File: src/rtl/sisc_pkg.sv
// Shared definitions for the SISC instruction fetch unit: default widths,
// the reset fetch address and the fetch state encoding.
package sisc_pkg;

   localparam int ADDR_W_DEF   = 16;
   localparam int RESET_PC_DEF = 0;

   // REQ and WAIT both hold a memory request open; HOLD owns a live
   // instruction; HALT is left only through reset.
   typedef enum logic [1:0] {
      ST_REQ  = 2'd0,
      ST_WAIT = 2'd1,
      ST_HOLD = 2'd2,
      ST_HALT = 2'd3
   } fetch_state_t;

endpackage

File: src/rtl/sisc_pc_reg.sv
// Fetch address register: synchronous reset to RESET_PC, load of a redirect
// target, or increment modulo 2^ADDR_W. Load wins over increment.
module sisc_pc_reg
   import sisc_pkg::*;
#(
   parameter int                ADDR_W   = ADDR_W_DEF,
   parameter logic [ADDR_W-1:0] RESET_PC = ADDR_W'(RESET_PC_DEF)
) (
   input  logic              clk,
   input  logic              rst_f,
   input  logic              load,
   input  logic              inc,
   input  logic [ADDR_W-1:0] load_val,
   output logic [ADDR_W-1:0] value
);

   // Address update; the increment wraps naturally at the register width.
   always_ff @(posedge clk) begin
      if (rst_f) begin
         value <= RESET_PC;
      end else if (load) begin
         value <= load_val;
      end else if (inc) begin
         value <= value + ADDR_W'(1);
      end
   end

endmodule

File: src/rtl/sisc_ifetch.sv
// SISC instruction fetch unit. Requests one word at a time from instruction
// memory, holds it in ir until the core consumes it, and handles branch
// redirects (including ones that arrive while a request is outstanding) and
// halt.
module sisc_ifetch
   import sisc_pkg::*;
#(
   parameter int                ADDR_W   = ADDR_W_DEF,
   parameter logic [ADDR_W-1:0] RESET_PC = ADDR_W'(RESET_PC_DEF)
) (
   input  logic              clk,
   input  logic              rst_f,
   output logic [ADDR_W-1:0] imem_addr,
   output logic              imem_req,
   input  logic [31:0]       imem_rdata,
   input  logic              imem_ack,
   output logic [31:0]       ir,
   output logic              ir_valid,
   input  logic              ir_next,
   input  logic              br_taken,
   input  logic [ADDR_W-1:0] br_addr,
   input  logic              halt,
   output logic [ADDR_W-1:0] pc
);

   fetch_state_t      state;
   fetch_state_t      state_nxt;
   logic              req_en;
   logic              pend_valid;
   logic [ADDR_W-1:0] pend_addr;
   logic [ADDR_W-1:0] fetch_pc;
   logic              pc_load;
   logic              pc_inc;
   logic [ADDR_W-1:0] pc_load_val;
   logic              capture;
   logic              clr_valid;
   logic              pend_set;
   logic              pend_clr;

   sisc_pc_reg #(
      .ADDR_W   (ADDR_W),
      .RESET_PC (RESET_PC)
   ) u_fetch_pc (
      .clk      (clk),
      .rst_f    (rst_f),
      .load     (pc_load),
      .inc      (pc_inc),
      .load_val (pc_load_val),
      .value    (fetch_pc)
   );

   // The address only moves on capture or redirect, so it is stable in WAIT.
   assign imem_addr = fetch_pc;

   // State register.
   always_ff @(posedge clk) begin
      if (rst_f) begin
         state <= ST_REQ;
      end else begin
         state <= state_nxt;
      end
   end

   // Next state and control. req_en keeps the request low for the first
   // cycle after reset so the bus sees a clean gap across reset.
   always_comb begin
      state_nxt   = state;
      imem_req    = 1'b0;
      pc_load     = 1'b0;
      pc_inc      = 1'b0;
      pc_load_val = br_addr;
      capture     = 1'b0;
      clr_valid   = 1'b0;
      pend_set    = 1'b0;
      pend_clr    = 1'b0;
      case (state)
         ST_REQ, ST_WAIT: begin
            if (req_en) begin
               imem_req = 1'b1;
               if (imem_ack) begin
                  if (br_taken || pend_valid) begin
                     pc_load     = 1'b1;
                     pc_load_val = br_taken ? br_addr : pend_addr;
                     pend_clr    = 1'b1;
                     state_nxt   = ST_REQ;
                  end else begin
                     capture   = 1'b1;
                     pc_inc    = 1'b1;
                     state_nxt = ST_HOLD;
                  end
               end else begin
                  pend_set  = br_taken;
                  state_nxt = ST_WAIT;
               end
            end
         end
         ST_HOLD: begin
            if (halt) begin
               clr_valid = 1'b1;
               state_nxt = ST_HALT;
            end else if (br_taken) begin
               pc_load   = 1'b1;
               clr_valid = 1'b1;
               state_nxt = ST_REQ;
            end else if (ir_next) begin
               clr_valid = 1'b1;
               state_nxt = ST_REQ;
            end
         end
         ST_HALT: begin
            state_nxt = ST_HALT;
         end
         default: begin
            state_nxt = ST_REQ;
         end
      endcase
   end

   // Instruction capture, valid flag and the pending redirect target.
   always_ff @(posedge clk) begin
      if (rst_f) begin
         req_en     <= 1'b0;
         ir         <= 32'd0;
         pc         <= RESET_PC;
         ir_valid   <= 1'b0;
         pend_valid <= 1'b0;
         pend_addr  <= '0;
      end else begin
         req_en <= 1'b1;
         if (capture) begin
            ir       <= imem_rdata;
            pc       <= fetch_pc;
            ir_valid <= 1'b1;
         end else if (clr_valid) begin
            ir_valid <= 1'b0;
         end
         if (pend_clr) begin
            pend_valid <= 1'b0;
         end else if (pend_set) begin
            pend_valid <= 1'b1;
            pend_addr  <= br_addr;
         end
      end
   end

endmodule

File: config.mk
export PLATFORM = sky130hd
export DESIGN_NAME = sisc_ifetch
export DESIGN_NICKNAME = d
export VERILOG_FILES = /design/src/rtl/sisc_pkg.sv /design/src/rtl/sisc_pc_reg.sv /design/src/rtl/sisc_ifetch.sv
export SDC_FILE = /design/constraint.sdc
export NUM_CORES = 1
export LEC_CHECK = 0
export BUFFER_PORTS_ARGS = -buffer_cell sky130_fd_sc_hd__buf_2
export CORE_ASPECT_RATIO = 0.8
export CORE_MARGIN = 5
export CORE_UTILIZATION = 55
export CTS_BUF_LIST = sky130_fd_sc_hd__clkbuf_16
export CTS_CLUSTER_SIZE = 40
export DETAILED_ROUTE_END_ITERATION = 6
export PLACE_DENSITY_LB_ADDON = 0.15
export SYNTH_ARGS = -nofsm -noshare
export SYNTH_HDL_FRONTEND = slang
export SYNTH_HIERARCHICAL = 1
export SYNTH_SLANG_ARGS = --single-unit
File: constraint.sdc
create_clock -name clk -period 6 [get_ports clk]
set_input_delay 0.9 -clock clk [delete_from_list [all_inputs] [get_ports clk]]
set_output_delay 0.9 -clock clk [all_outputs]
set_load 0.01 [all_outputs]
# == Yosys cells after proc, flatten, opt, wreduce, memory -nomap -nowiden ==
# Index checks and enable logic that the tools add are counted.
# word_totals
ff_bits,85
inputBits,54
out_inout_bits,66
wordCells,60
# op_classes
addsub,1
eq_ne,5
n_mux,37
n_bitwise,1
n_reduce_logical,8
# op_table
cell,count
16-bit two-way mux,7
1-bit two-way mux,22
16-bit by 1-bit adder with 16-bit output (second input constant),1
2-bit two-way mux,6
2-bit case mux with 3 select lines,1
2-bit == test (second input constant),2
4-bit != test (second input constant),1
2-bit AND reduction,2
2-bit nonzero test,2
2-bit OR reduction,2
2-bit by 1-bit == test with 1-bit output (second input constant),1
2-bit logical NOT,1
2-bit != test (second input constant),1
1-bit case mux with 2 select lines,1
1-bit logical OR,1
1-bit NOT,1

# == Depth between registers and ports, before layout ==
# Gate-level depths: netlist of run 1.
# depth
ltp_word,7
mapped_depth,10
mapped_depth_nobuf,7

# == By module ==
# Netlist of run 1, hierarchy kept.
# by_module_without_submodules
module,instances,cells_per_inst,area_each_um2,seq_area_each_um2
sisc_ifetch,1,323,2901.5,1381.3
sisc_pc_reg,1,112,984.7,320.3

# == Worst setup path after synthesis of run 1 ==
# No wires, ideal clock.
# synth_timing
path_type,in2reg
start,input port br_taken
end,register u_fetch_pc.value[12]
setup_ns,0.115
arrival_ns,2.763
required_ns,5.885
slack_ns,3.122
path_stages,10
path_buffers,4
path_cell_list,buf_2 > or4_4 > inv_2 > buf_4 > buf_6 > nand4_4 > buf_6 > nor4_2 > xor2_1 > o21a_1
# synth_via
elab_chain_len,6
word_cells_on_any_way,18
cone_classes,mux: 16; reduce/logical: 2
# synth_lines
item,line_no,source
start: declaration,sisc_ifetch.sv:20,"input logic br_taken,"
1-bit logical OR,sisc_ifetch.sv:81,if (br_taken || pend_valid) begin
1-bit two-way mux (4 in a row),--,
named net capture,sisc_ifetch.sv:35,logic capture;
2-bit nonzero test (no source line),--,
end signal: assignment,sisc_pc_reg.sv:22,value <= load_val;
end signal: assignment,sisc_pc_reg.sv:24,value <= value + ADDR_W'(1);
end: declaration,sisc_pc_reg.sv:14,output logic [ADDR_W-1:0] value
# The timed path passes the listed nets, and every way through them passes these cells.
# A chain may end at the register's enable or synchronous reset.

# == Final worst setup path of run 1 ==
# layout_timing
start,input port imem_ack
end,register u_fetch_pc.value[5]
# layout_via
elab_chain_len,4
word_cells_on_any_way,11
cone_classes,mux: 10; reduce/logical: 1
# layout_lines
item,line_no,source
start: declaration,sisc_ifetch.sv:16,"input logic imem_ack,"
1-bit two-way mux / 16-bit two-way mux (equally long branches),sisc_ifetch.sv:80,if (imem_ack) begin
1-bit two-way mux / 16-bit two-way mux (equally long branches),sisc_ifetch.sv:78,if (req_en) begin
"1-bit case mux with 2 select lines, or another cell as far along",sisc_ifetch.sv:76,case (state)
16-bit two-way mux / 2-bit nonzero test (equally long branches),--,
# Parallel ways exist; a longest one is shown, timed or not.

==> impl_metrics.csv, run 1 <==
group,metric,value,unit
run_status,outcome,"finished clean",
floorplanning,initial_core_util,56.4,%
critical_path,path_cells,"buf_2 -> nand2_2 -> or4_4 -> inv_2 -> buf_4 -> nand4_4 -> or3_1 -> a21o_1 -> a21oi_1",
yosys,syn_nets,490,
cts,clk_latency,330,ps
yosys,yosysWarnings,6,
floorplanning,coreArea,6890,µm²
cts,cts_made_buffers,9,
floorplanning,fp.dieW,104,µm
yosys,synthTopCellsByCount,"nand2_1 (134), dfxtp_1 (85), mux2i_1 (52), a21oi_1 (33), clkbuf_1 (20)",
grt,overflow,0,
cts,hold_buffers,0,
placement,pre_cts_ws,2540,ps
worst_hold_path,holdCritPathClass,"flop to flop",
cts,cts_max_level,3,
routing,vias,3227,
timing,fmax,314,MHz
timing,setup_slack,2810,ps
grt,grt_usage,19.6,%
floorplanning,io_pins,120,
critical_path,required,6250,ps
critical_path,arrival,3440,ps
timing,rsz0062_at_grt,"false",
finish,nets,593,
yosys,synth-seq-area-share,43.8,%
timing,hold_viol,0,
timing,tightest_slew,965,ps
timing,setup-violations-final,0,
critical_path,timing.critical_path.slowest_cell_delay,650,ps
cts,cts_tree,"built",
routing,wl,8850,µm
yosys,ys_top_cells_by_area,"dfxtp_1 (44%), mux2i_1 (13%), nand2_1 (13%)",
yosys,syn_inst,435,
cts,clockBufferDepth,2,
grt,grt_max_degree,98,
timing,fin_setup_tns,0,ps
finish,n_antenna_cell,0,
cts,cts_root_buf,"clkbuf_16",
placement,gp_congestion,0.818,
floorplanning,die_h,85.2,µm
critical_path,cp-start-kind,"primary input",
floorplanning,fp-row-count,27,
timing,slew_headroom,35.4,%
grt,grt_pass1_wl,14700,µm
placement,hpwlAfterDp,6340,µm
timing,fin_crit_sh,53.1,%
routing,drt-initial-drc-count,116,
critical_path,endpoint_kind,"flop",
finish,drive_gt1_share,31.3,%
cts,clock-sinks,85,
yosys,async_flop_share,0,%
placement,port_buffers,119,
routing,avgRoutedWirePerCell,14.0,µm
pwr,leakage,2.10,nW
yosys,ys.flop_type,"dfxtp_1",
grt,grt_use_met1,24.6,%
grt,grt_pass1_vias,3170,
yosys,synth_edf_count,0,
timing,fin_skew,8.09,ps
yosys,synth.avg_cell_area,8.93,µm²
cts,post-cts-setup-buffers,0,
cts,cts_resized,0,
floorplanning,dieArea,8860,µm²
yosys,ys_seq_elements,85,
grt,use_met3,6.84,%
run,cap_violations,0,
routing,vias_per_cell,5.12,
critical_path,r2r_slack,3060,ps
timing,period_needed,3190,ps
grt,grt_antenna_before_repair,0,
grt,top_usage_layer,"met2",
routing,dr.pass1.iters,4,
critical_path,cp_slowest_cell,"buf_4",
yosys,synth_area_leader_cell,"dfxtp_1",
pwr,pwr_density_cell,270,nW/µm²
yosys,synth_cell_types,36,
critical_path,worst-path-max-fanout,54,
cts,path_clk_slew,60,ps
routing,drc,0,
yosys,synth_top_area_share,43.8,%
pwr,ir_drop,158,µV
critical_path,crit_type,"primary input to flop",
yosys,yosysMostFrequentCell,"nand2_1",
grt,grt_use_met2,33.0,%
finish,syn2layout_area_growth,22.3,%
yosys,syn_area,3890,µm²
routing,ant_nets,0,
timing,slew_viol_final,0,
==> critical path, delay by kind of cell <==
kind / cells / cell delay [ps]
buffers and inverters: 3 / 850
and+or+nand+nor: 4 / 1330
AOI/OAI and AO/OA: 2 / 310
==> cells in the final DEF, fill, tap and decap left out, types with 9 or more instances in the layout <==
cell       synthesis  final
clkbuf_16          0      9
a21oi_1           33     33
dfxtp_1           85     85
buf_2              2    119
inv_1             14     14
o21a_1            10     10
xor2_1             9      9
nand2_1          134    134
mux2i_1           52     52
mux2_2            16     16
==> report_power, final <==
part	total (W)	leakage [nW]	switching [W]	internal, W
Clock	0.000550	0.142	0.000227	0.000324
Combinational	0.000127	1.27	0.0000692	0.0000580
Sequential	0.000607	0.691	0.0000217	0.000585
==> layer usage <==
layer	routed length, µm	up-vias
li1	-	1651
met1	3950	1493
met2	4340	81
met3	534	2
met4	26	0
met5	0	-
==> cells by family after synthesis <==
group	count (synthesis)	synth area share (%)
xor gates and xnor gates	14	3.16
DFF	85	43.8
and+or+nand+nor	168	20.7
AOI/OAI and AO/OA	52	7.82
muxes	68	18.0
buffers and inverters	47	6.18
adders and majority gates	1	0.322
==> registers in the layout, summed over array words and instances, names as in the netlist <==
name,cells
state,2
pend_valid,1
ir_valid,1
u_fetch_pc/value,16
pend_addr,16
pc,16
ir,32
req_en,1
==> path summary, 6_finish.rpt <==
check	startpoint	endpoint	depth (start not counted)
min reg2reg	pend_addr[0]$_SDFFE_PP0P_	pend_addr[0]$_SDFFE_PP0P_	2
min	pend_addr[0]$_SDFFE_PP0P_	pend_addr[0]$_SDFFE_PP0P_	2
max reg2reg	state[1]$_SDFFE_PP0P_	u_fetch_pc/value[5]$_SDFFE_PP0P_	7
max	imem_ack	u_fetch_pc/value[5]$_SDFFE_PP0P_	9
==> metrics by stage <==
stage	std cells	util, %	power (W)	area [µm²]	hold WS [ps]
2_1_floorplan	435	-	0.000699	3890	433
3_3_place_gp	614	64.6	0.000744	4450	438
3_5_place_dp	614	64.6	0.000748	4450	446
4_1_cts	630	69.0	0.00130	4750	455
5_1_grt	630	69.0	0.00134	4750	475
6_report	630	69.0	0.00128	4750	451
==> final cells by class <==
type                            instances  area, µm²
Clock buffer                            9        225
Clock inverter                          7       72.6
Fill cell                             595       2140
Inverter                               16       60.1
Multi-Input combinational cell        303       1960
Sequential cell                        85       1700
Tap cell                               87        109
Timing Repair Buffer                  123        626
Power figures use the tool's default switching activity.
==> inputs of run 2 (changes only) <==
--- a/config.mk
+++ b/config.mk
@@ -5,10 +5,11 @@
 export SDC_FILE = /design/constraint.sdc
 export NUM_CORES = 1
 export LEC_CHECK = 0
+export ABC_AREA = 1
 export BUFFER_PORTS_ARGS = -buffer_cell sky130_fd_sc_hd__buf_2
 export CORE_ASPECT_RATIO = 0.8
 export CORE_MARGIN = 5
-export CORE_UTILIZATION = 55
+export CORE_UTILIZATION = 52
 export CTS_BUF_LIST = sky130_fd_sc_hd__clkbuf_16
 export CTS_CLUSTER_SIZE = 40
 export DETAILED_ROUTE_END_ITERATION = 6
==> constraint.sdc (replaced) <==
create_clock -name clk -period 3.2 [get_ports clk]
set_input_delay 0.48 -clock clk [delete_from_list [all_inputs] [get_ports clk]]
set_output_delay 0.48 -clock clk [all_outputs]
set_load 0.01 [all_outputs]
==> run 2 against run 1 <==
Against the previous run:
- synthesized cell count up 42%
- hold slack worse by 45 ps
- non-clock buffer count grew 1
- clock power rose by 93%
- setup slack lost 2000 ps
- critical path type is now flop to flop
- core utilization decreased by 2.9 points
==> impl_metrics.csv, run 2 <==
group,metric,value,unit
run_status,outcome,"finished clean",
pwr,pwr_density_cell,513,nW/µm²
yosys,yosysMostFrequentCell,"nand2_1",
finish,largest_reg_flops,32,
cts,post-cts-setup-buffers,0,
grt,grt_max_degree,53,
critical_path,cp_slowest_cell,"nor2_1",
critical_path,arrival,2720,ps
finish,layout_common_cells,"nand2_1 (167), nor2_1 (143), buf_2 (119)",
routing,ant_nets,0,
cts,cts_resized,0,
timing,fin_crit_sh,75.8,%
critical_path,r2r_end,"u_fetch_pc/value[1]$_SDFFE_PP0P_",
placement,port_buffers,119,
critical_path,reg2reg_depth,10,
placement,hpwlAfterDp,7170,µm
routing,vias_per_cell,4.79,
yosys,async_flop_share,0,%
finish,n_antenna_cell,0,
finish,final_common_cell,"nand2_1",
critical_path,critical_path_buf_inv_count,4,
timing,slew_headroom,36.3,%
critical_path,crit_type,"flop to flop",
worst_hold_path,holdCritPathClass,"primary input to flop",
pwr,ir_drop,291,µV
routing,vias,3986,
floorplanning,io_pins,120,
timing,rsz0062_at_grt,"false",
yosys,ys_top_cells_by_area,"dfxtp_1 (42%), nand2_1 (16%), nor2_1 (13%)",
finish,final_cells,833,
critical_path,critPathLaunch,"state[1]$_SDFFE_PP0P_",
yosys,ys_seq_elements,85,
critical_path,cp.depth,10,
cts,cts_max_level,3,
critical_path,timing.critical_path.slowest_cell_delay,750,ps
timing,setup-violations-final,0,
grt,overflow,0,
timing,tightest_slew,952,ps
yosys,synth_fa_ha_area_share,0.311,%
yosys,syn_nets,671,
run,cap_violations,0,
pwr,leakage,2.46,nW
yosys,synthTopCellsByCount,"nand2_1 (167), nor2_1 (143), dfxtp_1 (85), inv_1 (71), o21ai_0 (40)",
cts,hold_buffers,0,
placement,dp.cells,817,
cts,cts_made_buffers,9,
timing,setup_slack,774,ps
placement,gp_congestion,0.825,
critical_path,cp-start-kind,"flop",
cts,clock-sinks,85,
cts,cts_root_buf,"clkbuf_16",
finish,multi_input_area,1880,µm²
pwr,p_total,0.00253,W
finish,syn2layout_area_growth,22.7,%
finish,layout.area.seq,1700,µm²
yosys,synth_top_family_by_area,"simple AND/OR/NAND/NOR gates",
routing,drt-initial-drc-count,243,
finish,finish.utilization,66.1,%
yosys,synth_mux_area_share,0,%
grt,grt_pass1_vias,3645,
timing,fmax,412,MHz
yosys,syn_inst,616,
routing,avgRoutedWirePerCell,12.4,µm
finish,drive_gt1_share,21.8,%
placement,pre_cts_ws,839,ps
floorplanning,die_h,88.6,µm
yosys,synth.avg_cell_area,6.52,µm²
yosys,synth-compound-area-share,9.96,%
cts,cts_tree,"built",
yosys,synth_top_area_share,42.3,%
critical_path,worst-path-max-fanout,20,
critical_path,path_cells,"inv_2 -> nand3_1 -> buf_4 -> o21ai_0 -> buf_4 -> nor2_1 -> nand2_1 -> nand3_1 -> nand2_1 -> inv_1",
routing,drc,0,
cts,path_clk_slew,70,ps
critical_path,endpoint,"u_fetch_pc/value[1]$_SDFFE_PP0P_",
finish,n_fill_cell,695,
yosys,yosysWarnings,6,
grt,grt_usage,21.9,%
yosys,synth-seq-area-share,42.3,%
finish,top_register,"ir",
critical_path,reg2reg_from,"state[1]$_SDFFE_PP0P_",
yosys,ys.flop_type,"dfxtp_1",
yosys,synth-simple-area-share,35.1,%
timing,fin_skew,7.07,ps
floorplanning,fp.dieW,108,µm
timing,slew_viol_final,0,
timing,hold_viol,0,
critical_path,required,3490,ps
grt,grt_pass1_wl,16800,µm
floorplanning,coreArea,7460,µm²
finish,nets,778,
worst_hold_path,hp-start,"br_addr[2]",
critical_path,endpoint_kind,"flop",
cts,clk_latency,340,ps
floorplanning,dieArea,9600,µm²
yosys,syn_area,4020,µm²
critical_path,r2r_slack,770,ps
yosys,synth_area_leader_cell,"dfxtp_1",
cts,clockBufferDepth,2,
floorplanning,fp-row-count,28,
yosys,synth_cell_types,27,
timing,period_needed,2430,ps
grt,grt_antenna_before_repair,0,
routing,dr.pass1.iters,5,
timing,fin_setup_tns,0,ps
yosys,synth_edf_count,0,
floorplanning,initial_core_util,53.9,%
critical_path,cp_top_family,"simple AND/OR/NAND/NOR gates",
yosys,synthXorXnorAreaFrac,1.53,%
routing,wl,10300,µm
run 2: area by class of cell:
type	count	area share, %
multi-input combinational	429	38.2
clock buffer	9	4.57
tap	105	2.66
sequential	85	34.5
timing repair buffer	124	12.8
inverter	74	5.63
clock inverter	7	1.62
run 2: cells by family (layout without fill, tap and decap cells):
family,Yosys count,count (layout)
and+or+nand+nor,349,349
buffers and inverters,102,214
DFF,85,85
AOI/OAI and AO/OA,72,72
xor gates and xnor gates,7,7
adders and majority gates,1,1
run 2: worst min path at each step:
stage,endpoint,slack (ps),cells past startpoint
floorplan,pend_valid$_SDFFE_PP0P_,440,2
global placement,ir_valid$_SDFFE_PP0P_,450,2
detailed placement,ir_valid$_SDFFE_PP0P_,450,2
CTS,pend_addr[2]$_SDFFE_PP0P_,400,3
global route,pend_addr[9]$_SDFFE_PP0P_,430,3
finish,pend_addr[2]$_SDFFE_PP0P_,410,3
run 2: report_power, final:
part / switching (W) / total [W] / internal (W)
sequential: 0.0000453 / 0.00116 / 0.00112
clock: 0.000448 / 0.00106 / 0.000614
combinational: 0.000184 / 0.000308 / 0.000124
total: 0.000677 / 0.00253 / 0.00185
run 2: per-stage QoR:
stage | instance area (µm²) | hold slack, ps
global route | 4930 | 435
CTS | 4930 | 400
global placement | 4630 | 450
floorplan | 4020 | 437
finish | 4930 | 407
detailed placement | 4630 | 449
run 2: worst reg2reg max path: cells and delay by family (launching register included):
| family | cells | cell delay (ps) |
|---|---|---|
| AND/OR/NAND/NOR | 5 | 1240 |
| buffers and inverters | 4 | 580 |
| flip-flops | 1 | 440 |
| AO/OA/AOI/OAI | 1 | 130 |
run 2: per-layer routing:
| metal | up-vias | GRT usage, % | share of wire, % |
|---|---|---|---|
| li1 | 2093 | - | - |
| met1 | 1784 | 28.4 | 44 |
| met2 | 102 | 36.9 | 48 |
| met3 | 7 | 5.62 | 6.5 |
| met4 | 0 | 5.16 | 0.57 |
| met5 | - | 0 | 0 |
